<file path="src/rtl/mul16_pkg.sv">
// Shared constants, state encoding and operand payload for the sequential 16x16 multiplier.
package mul16_pkg;

  localparam int unsigned W  = 16;
  localparam int unsigned CW = 4;

  typedef enum logic [1:0] {
    S_IDLE = 2'd0,
    S_RUN  = 2'd1,
    S_DONE = 2'd2
  } state_t;

  localparam logic [CW-1:0] LAST_CNT = 4'd15;

  typedef struct packed {
    logic [W-1:0] a;
    logic [W-1:0] b;
  } operands_t;

  // Step counter increment as a half-adder chain, keeping the shared adder the only adder.
  function automatic logic [CW-1:0] cnt_inc(input logic [CW-1:0] c);
    logic          carry;
    logic [CW-1:0] r;
    carry = 1'b1;
    for (int i = 0; i < int'(CW); i++) begin
      r[i]  = c[i] ^ carry;
      carry = c[i] & carry;
    end
    return r;
  endfunction

endpackage

</file>
<file path="src/rtl/mul16_seq_add16.sv">
// Add16 ripple-carry adder; the carry-out is not exported since all sums wrap modulo 2^16.
module mul16_seq_add16
  import mul16_pkg::*;
(
  input  logic [W-1:0] a,
  input  logic [W-1:0] b,
  output logic [W-1:0] sum
);

  logic carry;

  always_comb begin
    carry = 1'b0;
    sum   = '0;
    for (int i = 0; i < int'(W); i++) begin
      sum[i] = a[i] ^ b[i] ^ carry;
      carry  = (a[i] & b[i]) | (carry & (a[i] ^ b[i]));
    end
  end

endmodule

</file>
<file path="src/rtl/mul16_seq.sv">
// Sequential shift-and-add 16x16 multiplier (low 16 bits) with valid/ready on both sides.
module mul16_seq
  import mul16_pkg::*;
(
  input  logic         clk,
  input  logic         rst_n,
  input  logic         in_valid,
  output logic         in_ready,
  input  logic [W-1:0] a,
  input  logic [W-1:0] b,
  output logic         out_valid,
  input  logic         out_ready,
  output logic [W-1:0] out,
  output logic         busy
);

  state_t          state;
  state_t          state_next;
  operands_t       ops;
  logic [W-1:0]    a_reg;
  logic [W-1:0]    b_reg;
  logic [W-1:0]    acc;
  logic [W-1:0]    addend;
  logic [W-1:0]    sum;
  logic [CW-1:0]   cnt;

  assign ops    = {a, b};
  // Partial product gate: multiplicand passes only when the current multiplier bit is set.
  assign addend = a_reg & {W{b_reg[0]}};

  mul16_seq_add16 u_add16 (
    .a   (acc),
    .b   (addend),
    .sum (sum)
  );

  always_comb begin
    state_next = state;
    case (state)
      S_IDLE:  if (in_valid)          state_next = S_RUN;
      S_RUN:   if (cnt == LAST_CNT)   state_next = S_DONE;
      S_DONE:  if (out_ready)         state_next = S_IDLE;
      default:                        state_next = S_IDLE;
    endcase
  end

  // State, datapath and handshake flags; flags follow the next state so they are plain flops.
  always_ff @(posedge clk or negedge rst_n) begin
    if (!rst_n) begin
      state     <= S_IDLE;
      a_reg     <= '0;
      b_reg     <= '0;
      acc       <= '0;
      cnt       <= '0;
      out       <= '0;
      in_ready  <= 1'b1;
      out_valid <= 1'b0;
      busy      <= 1'b0;
    end else begin
      state     <= state_next;
      in_ready  <= (state_next == S_IDLE);
      busy      <= (state_next == S_RUN);
      out_valid <= (state_next == S_DONE);
      case (state)
        S_IDLE: begin
          if (in_valid) begin
            a_reg <= ops.a;
            b_reg <= ops.b;
            acc   <= '0;
            cnt   <= '0;
          end
        end
        S_RUN: begin
          acc   <= sum;
          a_reg <= a_reg << 1;
          b_reg <= b_reg >> 1;
          cnt   <= cnt_inc(cnt);
          if (cnt == LAST_CNT) out <= sum;
        end
        default: ;
      endcase
    end
  end

endmodule
</file>
<file path="config.mk">
export PLATFORM = sky130hd
export DESIGN_NAME = mul16_seq
export DESIGN_NICKNAME = d
export VERILOG_FILES = /design/src/rtl/mul16_pkg.sv /design/src/rtl/mul16_seq_add16.sv /design/src/rtl/mul16_seq.sv
export SDC_FILE = /design/constraint.sdc
export NUM_CORES = 1
export LEC_CHECK = 0
export ABC_CLOCK_PERIOD_IN_PS = 6130
export CORE_AREA = 8 8 120 122
export CTS_CLUSTER_SIZE = 16
export DETAILED_ROUTE_END_ITERATION = 6
export DIE_AREA = 0 0 128 130
export GPL_TIMING_DRIVEN = 0
export PLACE_DENSITY = 0.54
export SYNTH_ARGS = -nofsm -noshare
export SYNTH_HDL_FRONTEND = slang
export SYNTH_HIERARCHICAL = 1
export SYNTH_SLANG_ARGS = --single-unit
</file>
<file path="constraint.sdc">
create_clock -name clk -period 6.13 [get_ports clk]
set_input_delay 0.9195 -clock clk [delete_from_list [all_inputs] [get_ports clk]]
set_output_delay 0.9195 -clock clk [all_outputs]
set_load 0.05 [all_outputs]
</file>
==> impl_metrics.yaml, run 1 <==
die:
  coreArea_um2: 12400
  dieArea_um2: 16600
  start_util: 0.294
  die_h_um: 130
  row_count: 41
  die_width_um: 128
  num_io_pins: 55
cts:
  cts_hold_buf: 0
  cts_tree: "built"
  clock_path_buffers: 2
  cts_buffers: 9
  clk_pin_slew_ps: 60
  cts-root-buf: "clkbuf_16"
  cts.sinks: 73
  h-tree-depth: 3
  clock_latency_ps: 340
worst_setup_path:
  crit_chain: "and2_4, ha_4, inv_2, fa_2, inv_2, fa_2, fa_2, fa_2, fa_2, fa_2, fa_2, fa_2, fa_2, fa_2, fa_2, fa_2, fa_2, fa_2, xor3_1, mux2_4"
  cp_max_fo: 3
  worstSetupPathType: "reg2reg"
  startpoint: "b_reg[0]$_DFFE_PN0P_"
  crit_arrival_ps: 6360
  r2r_slack_ps: -10
  cpMostUsedCell: "fa_2"
  cp-start-kind: "flop"
  required_ps: 6350
  r2r_start: "b_reg[0]$_DFFE_PN0P_"
  endpoint_kind: "flop"
  path_delay_family: "adder cells"
  crit_buf_inv: 2
  worst_path_max_delay_cell: "dfrtp_2"
  slowest_delay_ps: 430
synth:
  synth_fp_nets: 369
  netlist_instances: 316
  synth_top_cells_by_area: "dfrtp_1 (49%), fa_1 (7.7%), a22oi_1 (6.2%)"
  yosys_warnings: 6
  synth-seq-cells: 73
  synth_top_area_cell: "dfrtp_1"
  synth.distinct_cells: 27
  synth_area_um2: 3650
  syn_area_per_cell_um2: 11.6
  yosysTopAreaCellShare: 0.493
  ys_seq_area_frac: 0.500
pwr:
  comb_power_share: 0.425
  pwr-share-clk: 0.220
  powerDensity_nw_per_um2: 476
  p_int_mw: 1.38
  p_sw_mw: 0.900
  switching_share: 0.395
  seqPwrFrac: 0.355
  totalPowerFinal_mw: 2.28
  p_leak_nw: 2.03
  irDropWorstVdd_mv: 0.156
worst_hold_path:
  hold_class: "in2async"
cells_and_area:
  diodes: 0
  utilization: 0.385
  stdcell_area_um2: 4780
  final_cells: 561
  regArea_um2: 1830
  layout.nets: 437
  final_common_cell: "dfrtp_1"
  area_growth_pct: 30.9
  layout-drive-gt1-share: 0.177
  fillers: 1235
  multi_input_area_um2: 1730
  mostFrequentLayoutCells: "dfrtp_1 (71), clkdlybuf4s50_1 (53), o21ai_0 (33), nor2b_1 (33), a21oi_1 (33)"
global_routing:
  first_global_vias: 2931
  grt_usage: 0.116
  grt_pass1_wl_um: 15100
  antenna_found_initial: 0
  grt_max_degree: 49
  gr-total-overflow: 0
sta:
  whs_ps: 498
  setup-violations-final: 1
  skew_ps: 7.21
  finalWorstSetupSlack_ps: -9.92
  drv_slew: 0
  rsz0062_at_grt: "yes"
  finalHoldViolCount: 0
  finalSetupTns_ps: -9.92
  fmax_ghz: 0.163
  period_needed_ps: 6140
  relSlewSlack: 0.606
  period_share: 1.00
  worst_pin_slew_ps: 590
placed_design:
  dp_cells: 543
  place_ws_ps: -338
  io_buffers: 54
  gp_congestion: 0.764
  dpl-instance-area_um2: 4460
  dp.final_hpwl_um: 6430
drt:
  routedWlPerCell_um: 16.6
  routed_wl_um: 9320
  vias: 2665
  dr.pass1.iters: 4
  ant_nets: 0
  drc: 0
  drt_iter0_markers: 173
  vias_per_cell: 4.75
outcome:
  violations: "negative setup slack"
  status: "finished with violations"
flow_run:
  timing.max_cap.violations: 0
[power by group through the flow]
stage | Clock (mW) | Combinational [mW] | Sequential, mW
floorplan | 0 | 0.510 | 0.952
global placement | 0 | 0.940 | 0.811
detailed placement | 0 | 0.965 | 0.816
CTS | 0.513 | 0.986 | 0.808
global route | 0.534 | 1.06 | 0.834
finish | 0.502 | 0.968 | 0.809
[logic make-up (layout without fill, tap and decap cells)]
kind of cell	count (synthesis)	count (layout)	share of synthesized area
and+or+nand+nor	55	55	0.0935
buffers and inverters	32	105	0.0411
DFF	73	73	0.500
muxes	18	18	0.0634
xor gates and xnor gates	1	1	0.00651
AOI/OAI and AO/OA	120	120	0.208
adders and majority gates	17	17	0.0870
[worst register-to-register path: stages, from the launching register on]
cell	delay (ps)
dfrtp_2	430
and2_4	180
ha_4	150
inv_2	50
fa_2	190
inv_2	40
fa_2	330
fa_2	350
fa_2	350
fa_2	350
fa_2	350
fa_2	340
fa_2	350
fa_2	350
fa_2	340
fa_2	340
fa_2	350
fa_2	340
fa_2	350
xor3_1	210
mux2_4	260
[final timing paths]
check	endpoint	cells past startpoint
setup reg to reg	out[15]$_DFFE_PN0P_	20
min in group clk	out[7]$_DFFE_PN0P_	1
hold reg to reg	out[7]$_DFFE_PN0P_	1
hold / removal	acc[12]$_DFFE_PN0P_	1
max in group asynchronous	in_ready$_DFF_PN1_	2
setup / recovery	out[15]$_DFFE_PN0P_	20
[synth_stat cells (all sizes together)]
cell type and number:
a21o 2, a21oi 33, a22o 18, a22oi 30
a41oi 2, and2 16, and4 1, buf 10
clkbuf 16, dfrtp 72, dfstp 1, fa 14
ha 3, inv 6, mux2 17, mux2i 1
nand2 3, nor2 1, nor2b 34, o21ai 33
o21bai 1, o31ai 1, xor3 1
[area by class of cell]
type | count | area share
repair buffers | 57 | 0.121
flip-flops and latches | 73 | 0.383
inverters | 6 | 0.00471
plain buffers | 26 | 0.0267
multi-input cells | 211 | 0.361
well taps | 172 | 0.0450
clock buffers | 10 | 0.0500
clock inverters | 6 | 0.00890
[per-layer routing]
metal / GRT usage / part of all wire / routed length [um]
met3: 0.0196 / 0.031 / 290
met1: 0.145 / 0.46 / 4320
met5: 0 / 0 / 0
met2: 0.193 / 0.49 / 4520
met4: 0.0559 / 0.020 / 184
[repair_timing]
item / in CTS / in global routing
endpoints found under the setup margin: 4 / 3
resized for setup: 5 / 7
cloned: 0 / 0
setup buffers: 2 / 0
(Power assumes the default switching activity.)
==> run 2, diff against run 1 <==
- CAP_MARGIN: not set -> 5
- CORE_AREA: 8 8 120 122 -> 8 8 116 118
- DIE_AREA: 0 0 128 130 -> 0 0 124 126
- PLACE_DENSITY: 0.54 -> 0.55
- SETUP_SLACK_MARGIN: not set -> 0.5
- SYNTH_HIERARCHICAL: 1 -> not set
==> run 2 against run 1 <==
Net effect: the run now ends clean; largest power group unchanged; clock skew about the same; critical endpoint is now out[14]$_DFFE_PN0P_; sequential power is 2% lower; highest routed layer unchanged; non-clock buffer count rose by 1; critical path depth stayed put; largest cell class unchanged; clock-buffer cell count grew 2.
==> impl_metrics.yaml, run 2 <==
worst_setup_path:
  crit_chain: "clkbuf_8, and2_4, ha_4, inv_2, fa_2, fa_2, fa_2, fa_2, fa_2, fa_2, fa_2, fa_2, fa_2, fa_2, fa_2, fa_2, inv_2, fa_2, fa_2, mux2_4"
  crit_arrival_ps: 6330
  required_ps: 6350
  cp-start-kind: "flop"
  endpoint_kind: "flop"
  worstSetupPathType: "reg2reg"
  path_delay_family: "adder cells"
  crit_buf_inv: 3
  worst_path_max_delay_cell: "fa_2"
  slowest_delay_ps: 470
  cp_max_fo: 2
  cpMostUsedCell: "fa_2"
global_routing:
  antenna_found_initial: 0
  grtUsageMet2: 0.172
  grt_use_met1: 0.155
  grt_pass1_wl_um: 14300
  gr-total-overflow: 0
  grt-busiest-layer: "met2"
  met3_usage: 0.0313
  grt_max_degree: 63
  first_global_vias: 2769
  grt_usage: 0.116
synth:
  yosys_warnings: 0
  synth_fp_nets: 370
  synth-main-ff-cell: "dfrtp_1"
  synth_top_cells_by_area: "dfrtp_1 (53%), fa_1 (8.2%), o21ai_0 (8.2%)"
  syn_area_per_cell_um2: 10.8
  synth_area_um2: 3420
  yosys-top-cells-count: "dfrtp_1 (72), nand2_1 (59), o21ai_0 (56)"
  yosysTopAreaCellShare: 0.527
  synth.distinct_cells: 27
  synth-edff-count: 0
  synth-seq-cells: 73
  yosysMostFrequentCell: "dfrtp_1"
  postSynth.asyncResetShare: 1.00
  netlist_instances: 317
  ys_seq_area_frac: 0.535
  synth_top_area_cell: "dfrtp_1"
cts:
  cts_hold_buf: 0
  clk_pin_slew_ps: 50
  cts-root-buf: "clkbuf_16"
  cts.sinks: 73
  cts_tree: "built"
  clock_path_buffers: 2
  clock_latency_ps: 330
  h-tree-depth: 3
  cts_buffers: 9
sta:
  skew_ps: 7.01
  worst_pin_slew_ps: 525
  relSlewSlack: 0.650
  finalSetupTns_ps: 0
  rsz0062_at_grt: "yes"
  drv_slew: 0
  finalHoldViolCount: 0
  whs_ps: 433
  period_share: 0.997
  period_needed_ps: 6110
  fmax_ghz: 0.164
  setup-violations-final: 0
cells_and_area:
  regArea_um2: 1830
  multi_input_area_um2: 1440
  layout-drive-gt1-share: 0.164
  fillers: 1166
  utilization: 0.391
  final_common_cell: "dfrtp_1"
  layout.nets: 440
  mostFrequentLayoutCells: "dfrtp_1 (72), nand2_1 (59), o21ai_0 (55)"
  area_growth_pct: 34.0
  diodes: 0
  final_cells: 538
placed_design:
  dp.final_hpwl_um: 6190
  io_buffers: 54
  gp_congestion: 0.760
  dp_cells: 519
pwr:
  irDropWorstVdd_mv: 0.168
  powerDensity_nw_per_um2: 520
  totalPowerFinal_mw: 2.38
  p_leak_nw: 1.88
die:
  num_io_pins: 55
  dieArea_um2: 15600
  row_count: 40
  die_width_um: 124
  coreArea_um2: 11700
  start_util: 0.292
  die_h_um: 126
drt:
  drt_iter0_markers: 163
  ant_nets: 0
  vias: 2558
  routedWlPerCell_um: 15.9
  dr.pass1.iters: 4
  vias_per_cell: 4.75
  drc: 0
  routed_wl_um: 8530
outcome:
  status: "finished, final reports clean"
flow_run:
  timing.max_cap.violations: 0
worst_hold_path:
  hold_class: "in2async"
-- run 2: changes by cell type after synthesis, sizes merged, moves of 13 or more --
cell   before  now
nand2       3   59
nor2b      34    2
a21oi      33    0
mux2       17    4
o21ai      33   70
-- run 2: power by group --
group / leakage, nW / total, mW / switching [mW] / internal, mW
combinational: 0.778 / 1.03 / 0.619 / 0.414
clock: 0.153 / 0.557 / 0.192 / 0.365
sequential: 0.947 / 0.793 / 0.116 / 0.677
-- run 2: cell type report --
class                      count  area share
inverter                      15      0.0123
buffer                        25      0.0358
clock buffer                  12      0.0538
multi-input combinational    204       0.314
tap                          147      0.0402
clock inverter                 3      0.0142
timing repair buffer          59       0.130
sequential                    73       0.399
-- run 2: kinds of logic after synthesis --
logic type,synth area share
compound gates,0.197
xor+xnor,0.00513
fa+ha+maj,0.0930
buf+inv,0.0615
flops,0.535
mux,0.0165
simple gates,0.0919
-- run 2: per-layer routing --
| metal | vias up | share of wire |
|---|---|---|
| met5 | - | 0 |
| met4 | 0 | 0.020 |
| met3 | 13 | 0.047 |
| met2 | 59 | 0.46 |
| met1 | 1257 | 0.48 |
| li1 | 1229 | - |
-- run 2: path summary, 6_finish.rpt --
check                           cells past startpoint            startpoint                    to  slack, ps
worst max-delay path                               20  b_reg[0]$_DFFE_PN0P_   out[14]$_DFFE_PN0P_         20
worst max register to register                     20  b_reg[0]$_DFFE_PN0P_   out[14]$_DFFE_PN0P_         20
worst min-delay path                                1                 rst_n  a_reg[8]$_DFFE_PN0P_        430
min in group clk                                    2  b_reg[1]$_DFFE_PN0P_  b_reg[1]$_DFFE_PN0P_        480
worst min register to register                      2  b_reg[1]$_DFFE_PN0P_  b_reg[1]$_DFFE_PN0P_        480
max in group asynchronous                           2                 rst_n    in_ready$_DFF_PN1_       5090
-- run 2: timing repair --
action	in CTS	in global routing
setup endpoints to repair	6	6
buffers inserted	4	0
pin swaps	4	1
gates resized for setup	10	0
-- run 2: metrics by stage --
stage / setup WS (ps) / instance area [um2]
final: 16.5 / 4580
after CTS: 7.23 / 4580
after detailed placement: -86.5 / 4200
after global placement: -76.1 / 4180
after global routing: -137 / 4580
after floorplan: 227 / 3450
==> run 3, diff against run 2 <==
- CORE_AREA: 8 8 116 118 -> 8 8 160 87
- DIE_AREA: 0 0 124 126 -> 0 0 168 95
==> run 3 against run 2 <==
Net effect: the flow now finishes with violations (negative setup slack); global-route usage grew 0.70 points; combinational power is essentially flat; via count grew 0.74%; clock-buffer cell count shrank 1; sequential power grew 0.6%; clock skew shrank 1.2 ps; critical path depth is the same; routed wire length grew 6.6%; sequential share of layout area shrank 0.24 points; first-iteration DRC count shrank 14%; critical path type unchanged; critical endpoint unchanged.
==> impl_metrics.yaml, run 3 (synthesized netlist as in run 2, its figures left out) <==
worst_setup_path:
  path_delay_family: "adder cells"
  crit_chain: "clkbuf_8, and2_4, ha_4, inv_2, fa_2, fa_2, fa_2, fa_2, fa_2, fa_2, fa_2, fa_2, fa_2, fa_2, fa_2, fa_2, inv_2, fa_2, fa_2, mux2_4"
  endpoint_kind: "flop"
  slowest_delay_ps: 480
  worst_path_max_delay_cell: "fa_2"
  crit_buf_inv: 3
  cp_max_fo: 4
  r2r_cells: 20
  cpMostUsedCell: "fa_2"
  crit_arrival_ps: 6380
  cp-start-kind: "flop"
  worstSetupPathType: "reg2reg"
  path_depth: 20
  required_ps: 6350
worst_hold_path:
  hold_class: "in2async"
cts:
  h-tree-depth: 3
  clock_path_buffers: 2
  clock_latency_ps: 330
  cts.sinks: 73
  cts-root-buf: "clkbuf_16"
  cts_buffers: 9
  cts_tree: "built"
  clk_pin_slew_ps: 60
  cts_hold_buf: 0
pwr:
  p_leak_nw: 1.89
  totalPowerFinal_mw: 2.43
  powerDensity_nw_per_um2: 527
  irDropWorstVdd_mv: 0.171
outcome:
  violations: "negative setup slack"
  status: "finished with violations"
global_routing:
  grt_usage: 0.123
  first_global_vias: 2772
  antenna_found_initial: 0
  grt_max_degree: 66
  grt_pass1_wl_um: 15300
  gr-total-overflow: 0
placed_design:
  place_ws_ps: -140
  dpl-instance-area_um2: 4200
  io_buffers: 54
  dp.final_hpwl_um: 6890
  gp_congestion: 0.792
  dp_cells: 522
flow_run:
  timing.max_cap.violations: 0
drt:
  routed_wl_um: 9090
  ant_nets: 0
  routedWlPerCell_um: 16.8
  vias: 2577
  dr.pass1.iters: 4
  drt_iter0_markers: 140
  vias_per_cell: 4.75
  drc: 0
sta:
  setup-violations-final: 1
  skew_ps: 5.83
  period_share: 1.00
  whs_ps: 406
  worst_pin_slew_ps: 526
  rsz0062_at_grt: "yes"
  relSlewSlack: 0.648
  drv_slew: 0
  finalHoldViolCount: 0
  fmax_ghz: 0.162
  period_needed_ps: 6160
  finalWorstSetupSlack_ps: -26.4
die:
  start_util: 0.296
  row_count: 28
  num_io_pins: 55
  dieArea_um2: 16000
  die_h_um: 95
  die_width_um: 168
  coreArea_um2: 11500
cells_and_area:
  diodes: 0
  fillers: 1149
  mostFrequentLayoutCells: "dfrtp_1 (72), nand2_1 (59), o21ai_0 (54)"
  area_growth_pct: 34.8
  final_cells: 542
  final_common_cell: "dfrtp_1"
  layout-drive-gt1-share: 0.173
  stdcell_area_um2: 4610
  layout.nets: 440
==> run 3: per-stage QoR <==
stage	TNS [ps]	utilization
3_3_place_gp	-242	0.363
2_1_floorplan	0	-
4_1_cts	-32.3	0.399
3_5_place_dp	-470	0.365
6_report	-26.4	0.400
5_1_grt	-381	0.400
==> run 3: final timing paths <==
path | start | to | slack (ps)
worst max-delay path | b_reg[0]$_DFFE_PN0P_ | out[14]$_DFFE_PN0P_ | -30
worst min-delay path | rst_n | out[14]$_DFFE_PN0P_ | 410
worst max register to register | b_reg[0]$_DFFE_PN0P_ | out[14]$_DFFE_PN0P_ | -30
worst min register to register | acc[2]$_DFFE_PN0P_ | acc[2]$_DFFE_PN0P_ | 480
max in group asynchronous | rst_n | b_reg[5]$_DFFE_PN0P_ | 5170
min in group clk | acc[2]$_DFFE_PN0P_ | acc[2]$_DFFE_PN0P_ | 480
==> run 3: power by group <==
group / total [mW] / switching, mW / internal, mW
registers: 0.798 / 0.121 / 0.677
logic: 1.05 / 0.637 / 0.417
clock network: 0.578 / 0.201 / 0.377
total: 2.43 / 0.959 / 1.47
==> run 3: final cells by class <==
type | instances | area [um2] | area share
flip-flops and latches | 73 | 1830 | 0.397
multi-input cells | 204 | 1440 | 0.313
plain buffers | 25 | 165 | 0.0358
clock inverters | 5 | 77.6 | 0.0168
well taps | 150 | 188 | 0.0407
repair buffers | 59 | 596 | 0.129
inverters | 15 | 56.3 | 0.0122
clock buffers | 11 | 253 | 0.0549
==> run 3: timing repair <==
item,CTS,global route
buffers inserted,3,1
resized for setup,10,3
endpoints found under the setup margin,6,7
pin swaps,1,4
==> run 3: layer usage <==
layer  share of wire  routed length (um)  GRT usage  vias to the layer above
met5               0                   0          0                        -
met4          0.0088                  80     0.0288                        0
met3           0.059                 533     0.0412                        9
met2            0.40                3610      0.164                       65
met1            0.54                4870      0.186                     1275
li1                -                   -          -                     1228
